### src/rtl/legv8_pkg.sv
// legv8_pkg: shared definitions for the LEGv8 pipeline controller.
//   XZR          - the zero register; never a hazard or forwarding source
//   FWD_*        - ALU operand forwarding select encodings
//   ctrl_state_e - controller FSM states
//   reg_match    - true when a destination register really feeds a source
package legv8_pkg;

  localparam logic [4:0] XZR = 5'd31;

  localparam logic [1:0] FWD_RF    = 2'b00;
  localparam logic [1:0] FWD_EXMEM = 2'b10;
  localparam logic [1:0] FWD_MEMWB = 2'b01;

  typedef enum logic [1:0] {
    ST_RUN      = 2'd0,
    ST_MEM_WAIT = 2'd1,
    ST_HALT     = 2'd2
  } ctrl_state_e;

  // A destination of XZR never produces a value, so it never matches a source.
  function automatic logic reg_match(input logic [4:0] rd, input logic [4:0] rs);
    return (rd != XZR) && (rd == rs);
  endfunction

endpackage

### src/rtl/forward_unit.sv
// forward_unit: combinational ALU operand forwarding select for one operand.
// Ports:
//   rs              in  5 - source register of the instruction in ID/EX
//   exmem_rd        in  5 - destination held in EX/MEM
//   exmem_regwrite  in  1 - EX/MEM instruction writes back
//   memwb_rd        in  5 - destination held in MEM/WB
//   memwb_regwrite  in  1 - MEM/WB instruction writes back
//   fwd             out 2 - FWD_EXMEM, FWD_MEMWB or FWD_RF
module forward_unit
  import legv8_pkg::*;
(
  input  logic [4:0] rs,
  input  logic [4:0] exmem_rd,
  input  logic       exmem_regwrite,
  input  logic [4:0] memwb_rd,
  input  logic       memwb_regwrite,
  output logic [1:0] fwd
);

  // EX/MEM is the younger producer, so it wins over MEM/WB.
  always_comb begin
    fwd = FWD_RF;
    if (exmem_regwrite && reg_match(exmem_rd, rs)) begin
      fwd = FWD_EXMEM;
    end else if (memwb_regwrite && reg_match(memwb_rd, rs)) begin
      fwd = FWD_MEMWB;
    end else begin
      fwd = FWD_RF;
    end
  end

endmodule

### src/rtl/pipeline_ctrl.sv
// pipeline_ctrl: stall/flush/forwarding controller for the five-stage LEGv8
// pipeline. Sequences load-use stalls, taken-branch flushes resolved in MEM and
// data-memory wait states guarded by a timeout watchdog; keeps saturating
// performance counters.
// Parameters:
//   MEM_TIMEOUT - consecutive not-ready memory cycles before halting (>= 2)
//   CNT_W       - performance counter width
// Ports:
//   clock, reset (sync, active-high)
//   id_rn/id_rm, idex_rn/idex_rm/idex_rd, idex_memread  - hazard inputs
//   exmem_rd/memwb_rd, exmem_regwrite/memwb_regwrite     - forwarding inputs
//   exmem_branch, exmem_zero                             - branch resolution
//   dmem_req, dmem_ready                                 - data memory handshake
//   pc_en, ifid_en, idex_en, exmem_en, memwb_en          - register enables
//   ifid_flush, idex_flush, exmem_flush                  - bubble insertion
//   pc_src, fwd_a, fwd_b                                 - datapath selects
//   halted, stall_cycles, flush_events                   - status / counters
module pipeline_ctrl
  import legv8_pkg::*;
#(
  parameter int MEM_TIMEOUT = 16,
  parameter int CNT_W       = 32
) (
  input  logic             clock,
  input  logic             reset,
  input  logic [4:0]       id_rn,
  input  logic [4:0]       id_rm,
  input  logic [4:0]       idex_rn,
  input  logic [4:0]       idex_rm,
  input  logic [4:0]       idex_rd,
  input  logic             idex_memread,
  input  logic [4:0]       exmem_rd,
  input  logic [4:0]       memwb_rd,
  input  logic             exmem_regwrite,
  input  logic             memwb_regwrite,
  input  logic             exmem_branch,
  input  logic             exmem_zero,
  input  logic             dmem_req,
  input  logic             dmem_ready,
  output logic             pc_en,
  output logic             ifid_en,
  output logic             idex_en,
  output logic             exmem_en,
  output logic             memwb_en,
  output logic             ifid_flush,
  output logic             idex_flush,
  output logic             exmem_flush,
  output logic             pc_src,
  output logic [1:0]       fwd_a,
  output logic [1:0]       fwd_b,
  output logic             halted,
  output logic [CNT_W-1:0] stall_cycles,
  output logic [CNT_W-1:0] flush_events
);

  localparam int WAIT_W = $clog2(MEM_TIMEOUT);
  localparam logic [WAIT_W-1:0] WAIT_LAST = WAIT_W'(MEM_TIMEOUT - 1);
  localparam logic [WAIT_W-1:0] WAIT_ONE  = WAIT_W'(1);
  localparam logic [CNT_W-1:0]  CNT_MAX   = {CNT_W{1'b1}};
  localparam logic [CNT_W-1:0]  CNT_ONE   = CNT_W'(1);

  ctrl_state_e       state_r;
  logic [WAIT_W-1:0] wait_cnt_r;
  logic [CNT_W-1:0]  stall_cnt_r;
  logic [CNT_W-1:0]  flush_cnt_r;

  logic       busy_s;
  logic       freeze_s;
  logic       taken_s;
  logic       luse_s;
  logic [1:0] fwd_a_s;
  logic [1:0] fwd_b_s;

  // An access with dmem_req dropped is treated as complete, so "busy" is the
  // single condition that both enters and holds the wait state.
  assign busy_s   = dmem_req & ~dmem_ready;
  assign freeze_s = ((state_r == ST_RUN) | (state_r == ST_MEM_WAIT)) & busy_s;
  assign taken_s  = exmem_branch & exmem_zero & ~freeze_s & (state_r != ST_HALT);
  assign luse_s   = idex_memread & (reg_match(idex_rd, id_rn) | reg_match(idex_rd, id_rm));

  forward_unit u_fwd_a (
    .rs             (idex_rn),
    .exmem_rd       (exmem_rd),
    .exmem_regwrite (exmem_regwrite),
    .memwb_rd       (memwb_rd),
    .memwb_regwrite (memwb_regwrite),
    .fwd            (fwd_a_s)
  );

  forward_unit u_fwd_b (
    .rs             (idex_rm),
    .exmem_rd       (exmem_rd),
    .exmem_regwrite (exmem_regwrite),
    .memwb_rd       (memwb_rd),
    .memwb_regwrite (memwb_regwrite),
    .fwd            (fwd_b_s)
  );

  // Pipeline register controls, priority reset > HALT > freeze > taken > luse.
  always_comb begin
    pc_en       = 1'b0;
    ifid_en     = 1'b0;
    idex_en     = 1'b0;
    exmem_en    = 1'b0;
    memwb_en    = 1'b0;
    ifid_flush  = 1'b0;
    idex_flush  = 1'b0;
    exmem_flush = 1'b0;
    pc_src      = 1'b0;
    fwd_a       = fwd_a_s;
    fwd_b       = fwd_b_s;
    if (reset) begin
      // Clear the pipeline contents while reset is held.
      ifid_flush  = 1'b1;
      idex_flush  = 1'b1;
      exmem_flush = 1'b1;
      fwd_a       = FWD_RF;
      fwd_b       = FWD_RF;
    end else if (state_r == ST_HALT) begin
      pc_en = 1'b0;
    end else if (freeze_s) begin
      pc_en = 1'b0;
    end else if (taken_s) begin
      // Squash the three instructions fetched behind the branch.
      pc_en       = 1'b1;
      ifid_en     = 1'b1;
      idex_en     = 1'b1;
      exmem_en    = 1'b1;
      memwb_en    = 1'b1;
      ifid_flush  = 1'b1;
      idex_flush  = 1'b1;
      exmem_flush = 1'b1;
      pc_src      = 1'b1;
    end else if (luse_s) begin
      // Hold PC and IF/ID, inject a bubble into ID/EX.
      idex_en    = 1'b1;
      idex_flush = 1'b1;
      exmem_en   = 1'b1;
      memwb_en   = 1'b1;
    end else begin
      pc_en    = 1'b1;
      ifid_en  = 1'b1;
      idex_en  = 1'b1;
      exmem_en = 1'b1;
      memwb_en = 1'b1;
    end
  end

  // Controller FSM with data-memory watchdog.
  always_ff @(posedge clock) begin
    if (reset) begin
      state_r    <= ST_RUN;
      wait_cnt_r <= '0;
    end else begin
      case (state_r)
        ST_RUN: begin
          if (busy_s) begin
            state_r    <= ST_MEM_WAIT;
            wait_cnt_r <= WAIT_ONE;
          end else begin
            state_r    <= ST_RUN;
            wait_cnt_r <= '0;
          end
        end
        ST_MEM_WAIT: begin
          if (!busy_s) begin
            state_r    <= ST_RUN;
            wait_cnt_r <= '0;
          end else if (wait_cnt_r == WAIT_LAST) begin
            state_r    <= ST_HALT;
            wait_cnt_r <= wait_cnt_r;
          end else begin
            state_r    <= ST_MEM_WAIT;
            wait_cnt_r <= wait_cnt_r + WAIT_ONE;
          end
        end
        ST_HALT: begin
          state_r    <= ST_HALT;
          wait_cnt_r <= wait_cnt_r;
        end
        default: begin
          // An unreachable encoding is treated as a fault.
          state_r    <= ST_HALT;
          wait_cnt_r <= '0;
        end
      endcase
    end
  end

  // Saturating stall and flush performance counters.
  always_ff @(posedge clock) begin
    if (reset) begin
      stall_cnt_r <= '0;
      flush_cnt_r <= '0;
    end else begin
      if ((state_r != ST_HALT) && (freeze_s || luse_s) && (stall_cnt_r != CNT_MAX)) begin
        stall_cnt_r <= stall_cnt_r + CNT_ONE;
      end else begin
        stall_cnt_r <= stall_cnt_r;
      end
      if (taken_s && (flush_cnt_r != CNT_MAX)) begin
        flush_cnt_r <= flush_cnt_r + CNT_ONE;
      end else begin
        flush_cnt_r <= flush_cnt_r;
      end
    end
  end

  assign halted       = (state_r == ST_HALT);
  assign stall_cycles = stall_cnt_r;
  assign flush_events = flush_cnt_r;

endmodule
### config.mk
export PLATFORM = sky130hd
export DESIGN_NAME = pipeline_ctrl
export DESIGN_NICKNAME = d
export VERILOG_FILES = /design/src/rtl/legv8_pkg.sv /design/src/rtl/forward_unit.sv /design/src/rtl/pipeline_ctrl.sv
export SDC_FILE = /design/constraint.sdc
export NUM_CORES = 1
export LEC_CHECK = 0
export CAP_MARGIN = 30
export CORE_ASPECT_RATIO = 1.2
export CORE_UTILIZATION = 27
export CTS_CLUSTER_DIAMETER = 30
export DETAILED_ROUTE_END_ITERATION = 8
export MAX_ROUTING_LAYER = met4
export PLACE_DENSITY = 0.47
export SYNTH_ARGS = -nofsm -noshare
export SYNTH_HDL_FRONTEND = slang
export SYNTH_HIERARCHICAL = 1
export SYNTH_SLANG_ARGS = --single-unit
### constraint.sdc
create_clock -name clock -period 2.8 [get_ports clock]
set_input_delay 0.56 -clock clock [delete_from_list [all_inputs] [get_ports clock]]
set_output_delay 0.56 -clock clock [all_outputs]
set_load 0.1 [all_outputs]
==> impl_metrics.toml, run 1 <==
[sta]
relSlewSlack = 0.520
rsz0062_at_grt = "no"
max_freq_ghz = 0.372
period_share = 0.961
setup-tns-final_ns = 0
skew_ns = 0.00744
period_needed_ns = 2.69
setup_viol = 0
holdWs_ns = 0.491
tightest_slew_ns = 0.719
slew_viol_final = 0
setup_ws_ns = 0.110
hold_viol = 0

[global_routing]
overflow = 0
grt_pass1_vias = 3839
grt_max_degree = 68
track_usage = 0.164
antenna_found_initial = 0
grt_pass1_wl_um = 19600

[clock_network]
ctsRootBufferMaster = "clkbuf_16"
htree_levels = 3
cts.sinks = 70
insertion_delay_ns = 0.33
cts_setup_buffers = 0
cts_tree = "built"
clk_pin_slew_ns = 0.05
clockBufferDepth = 2
numCtsBuffers = 9

[floorplan]
die_y_um = 138
dieWidth_um = 115
core_mm2 = 0.0150
dieArea_mm2 = 0.0158
core.rowCount = 49
start_util = 0.276
ios = 122

[pwr]
leakage_nw = 2.18
powerDensity_mw_per_mm2 = 410
peakVddDrop_mv = 0.260

[final_layout]
nFillCells = 1560
nets = 682
multi_input_area_mm2 = 0.00263
stdcell_count = 844
area_growth_syn_to_layout_pct = 46.0
antenna_cells = 0
drive_above_1_share = 0.275
seqCellArea_mm2 = 0.00143

[critical_path]
crit-reg2reg-launch = "state_r[1]"
critical_path_class = "primary input to output pin"
worstPathRequired_ns = 2.24
crit_path_end_kind = "output pin"
cp_data_arrival_time_ns = 2.13
crit_path_start = "exmem_rd[4]"
cpMaxStageDelayCell = "clkdlybuf4s50_1"
max_stage_delay_ns = 0.50
critical_path.max_fanout = 4
path_cells = "clkdlybuf4s50_1, xor2_1, nor3_1, o2111a_2, nor2b_2, buf_12"
critPathLaunchType = "primary input"

[logic_synthesis]
syn_nets = 547
ys_types = 58
async_flop_share = 0
synth_top_flop_cell = "dfxtp_1"
syn_avg_cell_area_um2 = 8.27
synth-edff-count = 0
yosys_warnings = 6
synth_seq_cells = 70
synth_cells = 500
ys_seq_area_frac = 0.339
netlist_area_mm2 = 0.00413

[outcome]
outcome = "completed"

[route]
post-route-drc-count = 0
routed_wl_um = 12500
ant_nets = 0
via_per_inst = 4.97
vias = 4197
wl_per_cell_um = 14.8
dr.first_iter.drc_count = 203
drt-pass1-iter-count = 4

[place]
dpl.cell_count = 828
routabilityCongestion = 0.768
port-buffer-count = 121
dp_hpwl_um = 9250
post-place-ws_ns = -0.0998

[hold_path]
worstHoldStart = "stall_cycles[26]"
hp-class = "register to register"

[job]
cap_violations = 0
-- metrics by stage --
stage,util,cell area [um^2],total power [mW]
floorplan,-,4200,1.23
global placement,0.384,5740,1.39
detailed placement,0.384,5750,1.39
CTS,0.403,6030,2.51
global route,0.404,6040,2.59
finish,0.404,6040,2.47
-- final cells by class --
| cell class | instances | share of cell area |
|---|---|---|
| Timing Repair Buffer | 148 | 0.232 |
| Multi-Input combinational cell | 397 | 0.436 |
| Inverter | 9 | 0.00663 |
| Clock inverter | 5 | 0.00829 |
| Sequential cell | 70 | 0.236 |
| Tap cell | 204 | 0.0423 |
| Clock buffer | 11 | 0.0385 |
-- routing by layer --
metal	up-vias	GRT usage	wire length [um]	part of all wire
met5	-	-	0	0
met4	0	0.0433	148	0.012
met3	12	0.0471	848	0.068
met2	136	0.245	5460	0.44
met1	1963	0.215	6060	0.48
li1	2086	-	-	-
-- logic make-up (layout without fill, tap and decap cells) --
logic type / count (synthesis) / after routing / synth area share
and+or+nand+nor: 251 / 251 / 0.341
AOI/OAI and AO/OA: 77 / 77 / 0.127
DFF: 70 / 70 / 0.339
xor gates and xnor gates: 52 / 52 / 0.110
buffers and inverters: 33 / 173 / 0.0363
muxes: 14 / 14 / 0.0378
adders and majority gates: 3 / 3 / 0.00908
-- report_power, final --
part	switching, mW	internal (mW)	leakage [nW]
sequential	0.00532	1.00	0.575
combinational	0.213	0.151	1.46
clock	0.421	0.684	0.143
total	0.639	1.84	2.18
-- repair_timing --
item,4_1_cts,5_1_grt
hold buffers,0,0
resized for setup,0,2
hold endpoints to repair,0,0
setup endpoints to repair,0,3
-- cell usage after synthesis, types with 8 or more instances --
| master | n | area (um^2) |
|---|---|---|
| o31ai_1 | 12 | 90.1 |
| clkbuf_1 | 14 | 52.6 |
| mux2_1 | 12 | 135 |
| nand4_1 | 16 | 100 |
| nor2b_1 | 16 | 100 |
| and3_1 | 8 | 50.1 |
| nand3_1 | 30 | 150 |
| xnor2_1 | 36 | 315 |
| or4_1 | 13 | 97.6 |
| a21oi_1 | 31 | 155 |
| nand2_1 | 35 | 131 |
| and4_1 | 10 | 87.6 |
| or3_1 | 13 | 81.3 |
| dfxtp_1 | 70 | 1400 |
| inv_1 | 8 | 30.0 |
| xor2_1 | 16 | 140 |
| o21ai_0 | 12 | 60.1 |
| nor2_1 | 57 | 214 |
| nor3_1 | 23 | 115 |
-- worst paths after layout --
kind | end | slack (ns) | cells past startpoint
min reg2reg | stall_cycles[26] | 0.49 | 2
max | fwd_b[1] | 0.11 | 6
min | stall_cycles[26] | 0.49 | 2
max reg2reg | flush_events[13] | 0.40 | 7
-- sequential cells by signal, indices dropped and copies added, names as in the netlist --
name          flops
wait_cnt_r        4
state_r           2
stall_cycles     32
flush_events     32
-- placed cells by master (no fill, tap or decap), types with 3 or more instances in the layout --
master and instances:
nor4_1 6, nor2b_2 4, and2_1 3, inv_1 7
nor2_1 56, dfxtp_2 21, xnor2_1 36, nand3_1 30
clkinv_2 4, buf_4 90, and3_1 8, o31ai_1 12
or3_1 12, o21ai_0 11, mux2_1 12, nor2b_1 12
ha_1 3, clkdlybuf4s50_1 42, and4_1 10, nand2_1 35
nor3_1 23, nor4b_2 3, nor3_2 3, nand4_1 16
a21oi_1 29, dfxtp_1 49, buf_12 15, o21ai_1 4
nor4_2 4, or4_1 13, xor2_1 16, clkbuf_16 9
-- critical path, delay by kind of cell --
family                 cells  cell delay [ns]
buffers and inverters      2             0.69
XOR/XNOR                   1             0.20
AO/OA/AOI/OAI              1             0.26
AND/OR/NAND/NOR            2             0.42
(Power assumes the default switching activity.)
==> inputs of run 2 (changes only) <==
==> constraint.sdc (replaced) <==
create_clock -name clock -period 2.8 [get_ports clock]
set_input_delay 0.28 -clock clock [delete_from_list [all_inputs] [get_ports clock]]
set_output_delay 0.28 -clock clock [all_outputs]
set_load 0.1 [all_outputs]
==> run 2 against run 1 <==
Fmax is 13% higher. Sequential share of layout area grew 0.53 points. Sequential cell count unchanged. Clock skew shrank 0.0016 ns. Via count shrank 1.3%. Critical endpoint is now flush_events[23]. Non-clock buffer count shrank 15. Sequential power is essentially flat. Worst hold slack better by 0.0019 ns. First-iteration DRC count decreased by 4.9%. Largest cell class unchanged. Final cell count fell by 1.8%. Wire length shrank 1.4%.
==> impl_metrics.toml, run 2 (synthesized netlist as in run 1, its figures left out) <==
[outcome]
outcome = "completed"

[sta]
relSlewSlack = 0.712
max_freq_ghz = 0.420
rsz0062_at_grt = "no"
period_share = 0.851
setup_ws_ns = 0.417
hold_viol = 0
period_needed_ns = 2.38
holdWs_ns = 0.493
slew_viol_final = 0
skew_ns = 0.00587
tightest_slew_ns = 0.428
setup-tns-final_ns = 0
setup_viol = 0

[final_layout]
final_common_cell = "buf_4"
stdcell_area_mm2 = 0.00590
stdcell_count = 829
area_growth_syn_to_layout_pct = 42.8
antenna_cells = 0
final_cell_mix = "buf_4, nor2_1, dfxtp_1"
nets = 667
drive_above_1_share = 0.246
postLayoutCoreUtil = 0.395

[place]
port-buffer-count = 121
post-place-ws_ns = 0.227
dpl.cell_count = 813
dpl_cell_area_mm2 = 0.00560
routabilityCongestion = 0.806
dp_hpwl_um = 9120

[critical_path]
worstPathRequired_ns = 3.07
cp_data_arrival_time_ns = 2.65
critical_path_class = "register to register"
critPathLaunchType = "register"
crit_path_end_kind = "register"
cpMaxStageDelayCell = "or4_4"
path_cells = "or2b_2, inv_2, or3_1, or4_4, or4_1, a21oi_1"
critical_path.max_fanout = 12
max_stage_delay_ns = 0.66

[global_routing]
antenna_found_initial = 0
grt_max_degree = 89
overflow = 0
grt_pass1_wl_um = 19600
track_usage = 0.163
grt_pass1_vias = 3826

[route]
ant_nets = 0
dr.first_iter.drc_count = 193
post-route-drc-count = 0
drt-pass1-iter-count = 4
wl_per_cell_um = 14.9
via_per_inst = 5.00
vias = 4144
routed_wl_um = 12400

[pwr]
leakage_nw = 2.12
peakVddDrop_mv = 0.183
total_power_mw = 2.53
powerDensity_mw_per_mm2 = 428

[floorplan]
core_mm2 = 0.0150
start_util = 0.276
dieArea_mm2 = 0.0158
dieWidth_um = 115
core.rowCount = 49
ios = 122
die_y_um = 138

[clock_network]
clk_pin_slew_ns = 0.06
clockBufferDepth = 2
hold_buffers = 0
numCtsBuffers = 9
cts_tree = "built"
ctsRootBufferMaster = "clkbuf_16"
htree_levels = 3
cts.sinks = 70
insertion_delay_ns = 0.34
cts_setup_buffers = 0
cts_resized = 0

[hold_path]
hp-class = "register to register"

[job]
cap_violations = 0
run 2: cell types whose count changed in the layout (fill, tap and decap cells not counted), sizes merged:
cell / delta
clkbuf: -1
buf: -15
inv: +1
run 2: critical path, delay by kind of cell (launching register included):
| family | cells | cell delay [ns] |
|---|---|---|
| and+or+nand+nor | 4 | 1.68 |
| DFF | 1 | 0.40 |
| AOI/OAI and AO/OA | 1 | 0.15 |
| buffers and inverters | 1 | 0.08 |
run 2: power by group:
group / internal, mW / switching (mW)
combinational: 0.147 / 0.209
clock: 0.711 / 0.453
sequential: 1.00 / 0.00687
total: 1.86 / 0.669
run 2: worst paths after layout:
path / start / endpoint / slack, ns / cells after the start
setup / recovery: state_r[0] / flush_events[23] / 0.42 / 6
hold / removal: flush_events[1] / flush_events[1] / 0.49 / 2
setup reg to reg: state_r[0] / flush_events[23] / 0.42 / 6
hold reg to reg: flush_events[1] / flush_events[1] / 0.49 / 2
run 2: final cells by class:
cell class	instances	area [um^2]
timing repair buffer	133	1290
sequential	70	1430
fill	1570	9050
clock inverter	6	61.3
inverter	9	33.8
clock buffer	10	239
tap	204	255
multi-input combinational	397	2600
run 2: routing by layer:
layer,track usage,up-vias,share of wire
met2,0.280,94,0.51
met3,0.0317,9,0.046
met1,0.188,1972,0.43
met4,0.0620,0,0.012
met5,-,-,0
li1,-,2069,-
